<file path="config.mk">
export PLATFORM = sky130hd
export DESIGN_NAME = accumulator_sequencer
export DESIGN_NICKNAME = d
export VERILOG_FILES = /design/src/rtl/accumulator_sequencer.sv
export SDC_FILE = /design/constraint.sdc
export NUM_CORES = 1
export LEC_CHECK = 0
export BUFFER_PORTS_ARGS = -buffer_cell sky130_fd_sc_hd__clkbuf_2
export CAP_MARGIN = 20
export CORE_MARGIN = 3
export CORE_UTILIZATION = 60
export CTS_BUF_LIST = sky130_fd_sc_hd__clkbuf_2 sky130_fd_sc_hd__clkbuf_4 sky130_fd_sc_hd__clkbuf_8
export CTS_CLUSTER_DIAMETER = 60
export DETAILED_ROUTE_END_ITERATION = 10
export PLACE_DENSITY = 0.83
export SLEW_MARGIN = 20
export SYNTH_ARGS = -nofsm -noshare
export SYNTH_HDL_FRONTEND = slang
export SYNTH_SLANG_ARGS = --single-unit
</file>
<file path="constraint.sdc">
create_clock -name clock -period 3.84 [get_ports clock]
set_clock_uncertainty 0.05 [all_clocks]
set_input_delay 0.192 -clock clock [delete_from_list [all_inputs] [get_ports clock]]
set_output_delay 0.192 -clock clock [all_outputs]
set_load 0.005 [all_outputs]
</file>
<file path="src/rtl/accumulator_sequencer.sv">
// Accumulator/flag register stage around an 8-bit adder/subtractor.
// Handles LOAD/ADD/SUB in one cycle and an 8x8 shift-and-add multiply in eight.
module accumulator_sequencer (
  input  logic       clock,
  input  logic       reset_n,
  input  logic       op_valid,
  output logic       op_ready,
  input  logic [0:2] op,
  input  logic [0:7] operand,
  output logic [0:7] acc,
  output logic [0:7] acc_hi,
  output logic       carry_flag,
  output logic       zero_flag,
  output logic       busy,
  output logic       done
);

  typedef enum logic [1:0] {StIdle, StExec, StMul, StDone} state_e;

  localparam logic [2:0] OpLoad = 3'd1;
  localparam logic [2:0] OpAdd  = 3'd2;
  localparam logic [2:0] OpSub  = 3'd3;
  localparam logic [2:0] OpMul  = 3'd4;

  state_e     state_q, state_d;
  logic [2:0] op_q, op_d;
  logic [7:0] b_q, b_d;
  logic [7:0] acc_q, acc_d;
  logic [7:0] acc_hi_q, acc_hi_d;
  logic       carry_q, carry_d;
  logic       zero_q, zero_d;
  logic [2:0] cnt_q, cnt_d;

  // Ports use [0:N-1] with index 0 as LSB; internal state is plain [N-1:0] numeric.
  logic [2:0] op_num;
  logic [7:0] operand_num;

  always_comb begin
    op_num      = '0;
    operand_num = '0;
    for (int i = 0; i < 3; i++) op_num[i] = op[i];
    for (int i = 0; i < 8; i++) operand_num[i] = operand[i];
  end

  always_comb begin
    acc    = '0;
    acc_hi = '0;
    for (int i = 0; i < 8; i++) begin
      acc[i]    = acc_q[i];
      acc_hi[i] = acc_hi_q[i];
    end
  end

  assign carry_flag = carry_q;
  assign zero_flag  = zero_q;
  assign op_ready   = (state_q == StIdle);
  assign busy       = (state_q == StExec) || (state_q == StMul);
  assign done       = (state_q == StDone);

  // Shared adder/subtractor: A is acc in EXEC and acc_hi in MUL.
  logic [7:0]  add_a;
  logic [7:0]  add_b;
  logic        add_sub;
  logic [8:0]  add_res;
  logic [15:0] mul_next;

  always_comb begin
    add_a    = (state_q == StMul) ? acc_hi_q : acc_q;
    add_sub  = (state_q == StExec) && (op_q == OpSub);
    add_b    = add_sub ? ~b_q : b_q;
    add_res  = {1'b0, add_a} + {1'b0, add_b} + {8'd0, add_sub};
    mul_next = acc_q[0] ? {add_res[8], add_res[7:0], acc_q[7:1]}
                        : {1'b0, acc_hi_q, acc_q[7:1]};
  end

  always_comb begin
    state_d  = state_q;
    op_d     = op_q;
    b_d      = b_q;
    acc_d    = acc_q;
    acc_hi_d = acc_hi_q;
    carry_d  = carry_q;
    zero_d   = zero_q;
    cnt_d    = cnt_q;

    unique case (state_q)
      StIdle: begin
        if (op_valid) begin
          op_d = op_num;
          b_d  = operand_num;
          if (op_num == OpMul) begin
            state_d  = StMul;
            acc_hi_d = '0;
            cnt_d    = '0;
          end else begin
            state_d = StExec;
          end
        end
      end
      StExec: begin
        state_d = StDone;
        case (op_q)
          OpLoad: begin
            acc_d   = b_q;
            carry_d = 1'b0;
            zero_d  = (b_q == 8'd0);
          end
          OpAdd, OpSub: begin
            acc_d   = add_res[7:0];
            carry_d = add_res[8];
            zero_d  = (add_res[7:0] == 8'd0);
          end
          default: ;
        endcase
      end
      StMul: begin
        {acc_hi_d, acc_d} = mul_next;
        cnt_d             = cnt_q + 3'd1;
        if (cnt_q == 3'd7) begin
          carry_d = (mul_next[15:8] != 8'd0);
          zero_d  = (mul_next == 16'd0);
          state_d = StDone;
        end
      end
      StDone: state_d = StIdle;
      default: state_d = StIdle;
    endcase
  end

  always_ff @(posedge clock) begin
    if (!reset_n) begin
      state_q  <= StIdle;
      op_q     <= '0;
      b_q      <= '0;
      acc_q    <= '0;
      acc_hi_q <= '0;
      carry_q  <= 1'b0;
      zero_q   <= 1'b1;
      cnt_q    <= '0;
    end else begin
      state_q  <= state_d;
      op_q     <= op_d;
      b_q      <= b_d;
      acc_q    <= acc_d;
      acc_hi_q <= acc_hi_d;
      carry_q  <= carry_d;
      zero_q   <= zero_d;
      cnt_q    <= cnt_d;
    end
  end

endmodule

</file>
# Word level (Yosys, flattened, before mapping)
# Index checks and enable logic that the tools add are counted.
# word_totals
regBits,34
elab_cells,60
out_inout_bits,21
in_bits,14
# classes
mux,21
n_eq_ne,12
n_reduce_logical,15
n_addsub,3
bitwise_logic,1
# op_table
cell,n
case mux 8 bit (2 select lines),3
2-to-1 mux 8 bit,4
logical NOT 16 bit,1
logical NOT 8 bit,2
2-to-1 mux 16 bit,1
adder 8 x 8 -> 9 bit,1
adder 9 x 1 -> 9 bit,1
NOT 8 bit,1
case mux 1 bit (2 select lines),4
case mux 2 bit (4 select lines),1
nonzero test 8 bit,1
"== test 3 x 2 -> 1 bit, second input constant",2
"== test 3 bit, second input constant",2
2-to-1 mux 2 bit,3
2-to-1 mux 3 bit,2
case mux 3 bit (2 select lines),1
AND reduction 2 bit,3
AND reduction 3 bit,2
"== test 2 bit, second input constant",2
"!= test 2 x 1 -> 1 bit, second input constant",2
nonzero test 2 bit,2
"adder 3 x 1 -> 3 bit, second input constant",1
"== test 3 x 1 -> 1 bit, second input constant",1
"!= test 3 x 1 -> 1 bit, second input constant",1
7 further kinds,8

# Depth between registers and ports, before layout
# logic_depth
ltp_word,9
depth_mapped,13
ltp_nobuf,12

# Worst setup path after synthesis
# OpenSTA, ideal clock, no wires.
# synth_timing
path_kind,register -> register
start,register state_q[0]
end,register acc_q[7]
synth_period_minus_slack_ns,3.297
path_buffers,2
setup_time_ns,0.115
path_stages_with_launch,13
t_arrival_ns,3.132
required_time_ns,3.675
path_slack_ns,0.543
path_cell_list,dfxtp_1 inv_1 ha_1 clkbuf_1 clkbuf_1 mux2_2 ha_1 o21a_1 or2_2 a311oi_1 o2111a_1 o31ai_1 and2_1
# synth_between
elab_chain_len,7
word_cells_on_any_way,13
cone_classes,add/sub (2); eq/ne (3); mux (5); reduce/logical (3)
# synth_rtl
element,line,source
from (decl),25,"state_e state_q, state_d;"
from (signal assigned),132,state_q <= StIdle;
from (signal assigned),141,state_q <= state_d;
== test 2 x 1 -> 1 bit,"69, 86",
logical AND 1 bit,69,add_sub = (state_q == StExec) && (op_q == OpSub);
2-to-1 mux 8 bit,70,add_b = add_sub ? ~b_q : b_q;
adder 8 x 8 -> 9 bit,71,"add_res = {1'b0, add_a} + {1'b0, add_b} + {8'd0, add_sub};"
adder 9 x 1 -> 9 bit,71,
case mux 8 bit (2 select lines) / 2-to-1 mux 16 bit (equally long branches),"102, 72",
case mux 8 bit (2 select lines),86,unique case (state_q)
to (signal assigned),135,acc_q <= '0;
to (signal assigned),144,acc_q <= acc_d;
to (decl),28,"logic [7:0] acc_q, acc_d;"
# Several ways; a longest one is shown, not always the timed one.
# A chain may end at the register's enable or synchronous reset.

# Worst setup path after layout
# Ends and elaborated chain as after synthesis.

==> qor.csv <==
metric;value;unit
Synth Instances;310;
post-route ant nets;0;
EDFF count, synth;0;
# DRC;0;
die area;4930;um^2
via-per-instance ratio;6.21;
largest cells by area after synthesis;dfxtp_1 28%, ha_1 7.1%, nand2_1 6.2%;
syn_area_per_cell;7.98;um^2
share of post-route cells with drive strength above 1;19.5;%
CTS hold repair buffers;0;
multi-input logic area;1680;um^2
Initial Utilization;64.7;%
GRT Total Usage;26.9;%
Leak;1.12;nW
Synthesized Nets;339;
Final Slew Violations;0;
Setup TNS;0;ns
Worst Path Max Fanout;17;
required time worst endpoint;4.03;ns
setup violators final;0;
post-synth top area share;27.5;%
clock sink total;34;
period utilization;89.0;%
nets@finish;367;
Startpoint Class;register;
pwr/cell area;600;nW/um^2
final wirelength;6420;um
nature of the critical path endpoint;register;
RSZ-0062 raised after global routing;false;
status;completed;
Storage cell area;681;um^2
vias in the first global route;2211;
CTS tree;built;
max frequency;293;MHz
P&R area growth vs syn;11.6;%
Root Driver;clkbuf_8;
first-pass GRT wire length;10700;um
Ports;35;
PortBufs;34;
drt pass-1 iters;5;
post-DP HPWL;4830;um
routed len/inst;16.6;um
Slew HR;52.9;%
global route total overflow;0;
setup slack, reg-to-reg;0.42;ns
Num CTS Buffers;5;
Setup CP Type;register to register;
dpl cell area;2670;um^2
final hold violations;0;
Yosys reg bits;34;
Worst Hold Class;primary input to register;
Setup Fix Bufs, Post-CTS;0;
die span in y;70.2;um
Worst VDD drop;0.000508;V
cts repair resizes;0;
final instance area;2760;um^2
Async S/R FF share, synth;0;%
Yosys warning total;0;
antenna violations before repair;0;
clk_lat worst skew;0.29;ns
Post-Syn Area;2470;um^2
H-tree levels;2;
post-layout min period;3.42;ns
Core Area;3830;um^2
DRT iter0 DRCs;242;
total number of vias;2404;
number of fill cells;319;
die width;70.2;um
max-cap check violation count;0;
Synth area leader;dfxtp_1;
gpl congestion;0.956;
# rows;22;
Clock Path Buffers;2;
data arrival time of the critical path;3.61;ns
post-synthesis cell type count;60;
dominant synthesized flop cell;dfxtp_1;
pin count of the biggest net entering global routing;40;
Ant. Diodes;0;
register area share after synthesis;27.5;%
clock slew at reported path FFs;0.08;ns
worst-margin pin slew;0.706;ns
[synth_stat cells (9+ instances only)]
| cell | instances |
|---|---|
| nand2_1 | 41 |
| dfxtp_1 | 34 |
| a21oi_1 | 19 |
| clkbuf_1 | 15 |
| o21ai_0 | 15 |
| ha_1 | 14 |
| a21boi_0 | 13 |
| nor2_1 | 13 |
| inv_1 | 10 |
| and2_1 | 9 |
| nand3_1 | 9 |
| xnor2_1 | 9 |
[routing by layer]
metal / part of all wire [%] / GRT usage (%)
met3: 8.7 / 7.48
met5: 0 / 0
met2: 43 / 41.1
met1: 46 / 37.2
met4: 1.6 / 6.81
[cell usage in the layout (no fill, tap or decap), types with 6 or more instances in the layout]
| cell type | synthesis | final |
|---|---|---|
| nor4_1 | 6 | 6 |
| nor2_1 | 13 | 13 |
| o21a_1 | 6 | 6 |
| mux2_2 | 8 | 8 |
| nor2b_1 | 8 | 8 |
| xnor2_1 | 9 | 9 |
| a21oi_1 | 19 | 19 |
| clkbuf_2 | 0 | 34 |
| buf_4 | 1 | 6 |
| inv_1 | 10 | 10 |
| nand2_1 | 41 | 41 |
| nand3_1 | 9 | 9 |
| and2_1 | 9 | 9 |
| ha_1 | 14 | 14 |
| o21ai_0 | 15 | 15 |
| a21boi_0 | 13 | 13 |
| dfxtp_1 | 34 | 34 |
[cells by family (layout without fill, tap and decap cells)]
logic type | count (synthesis) | after routing | synth area share, %
AOI/OAI and AO/OA | 98 | 98 | 27.7
and+or+nand+nor | 109 | 109 | 22.3
xor gates and xnor gates | 12 | 12 | 4.25
adders and majority gates | 15 | 15 | 7.89
DFF | 34 | 34 | 27.5
buffers and inverters | 29 | 58 | 4.70
muxes | 13 | 13 | 5.67
[through the flow]
| stage | instances | hold slack, ns | setup WS, ns | power, W | utilization (%) |
|---|---|---|---|---|---|
| global route | 387 | 0.0831 | 0.0865 | 0.00177 | 72.1 |
| global placement | 379 | 0.377 | 0.473 | 0.00136 | 69.8 |
| CTS | 387 | 0.0769 | 0.440 | 0.00164 | 72.1 |
| detailed placement | 379 | 0.386 | 0.452 | 0.00137 | 69.8 |
| finish | 387 | 0.0775 | 0.422 | 0.00166 | 72.1 |
| floorplan | 310 | 0.287 | 0.543 | 0.00113 | - |
[area by class of cell]
type	instances	area share [%]
Multi-Input combinational cell	247	60.7
Tap cell	48	2.18
Sequential cell	34	24.7
Inverter	10	1.36
Clock buffer	5	2.49
Clock inverter	3	0.771
Timing Repair Buffer	40	7.80
[worst max-delay path: stages, from the launching register on]
cell and delay (ns):
dfxtp_1 0.34, inv_1 0.11, ha_1 0.46, buf_4 0.30, mux2_2 0.35, ha_1 0.24
or2_1 0.27, or3_1 0.34, or3_1 0.33, o2111a_1 0.20, o31ai_1 0.22, and2_1 0.15
[path summary, 6_finish.rpt]
path	cells after the start	from	to
worst max-delay path	11	state_q[0]	acc_q[7]
worst min-delay path	3	operand[6]	b_q[6]
worst max register to register	11	state_q[0]	acc_q[7]
worst min register to register	2	op_q[0]	op_q[0]
[state kept, by name, summed over array words and instances (netlist names)]
signal,cells
zero_flag,1
acc_hi_q,8
op_q,3
carry_flag,1
b_q,8
acc_q,8
state_q,2
cnt_q,3
[power by group]
group | switching (W) | leakage (nW) | internal (W)
combinational | 0.000542 | 0.800 | 0.000357
sequential | 0.0000725 | 0.277 | 0.000412
clock | 0.000145 | 0.0441 | 0.000127
No activity file was read; power rests on OpenSTA's default activity.
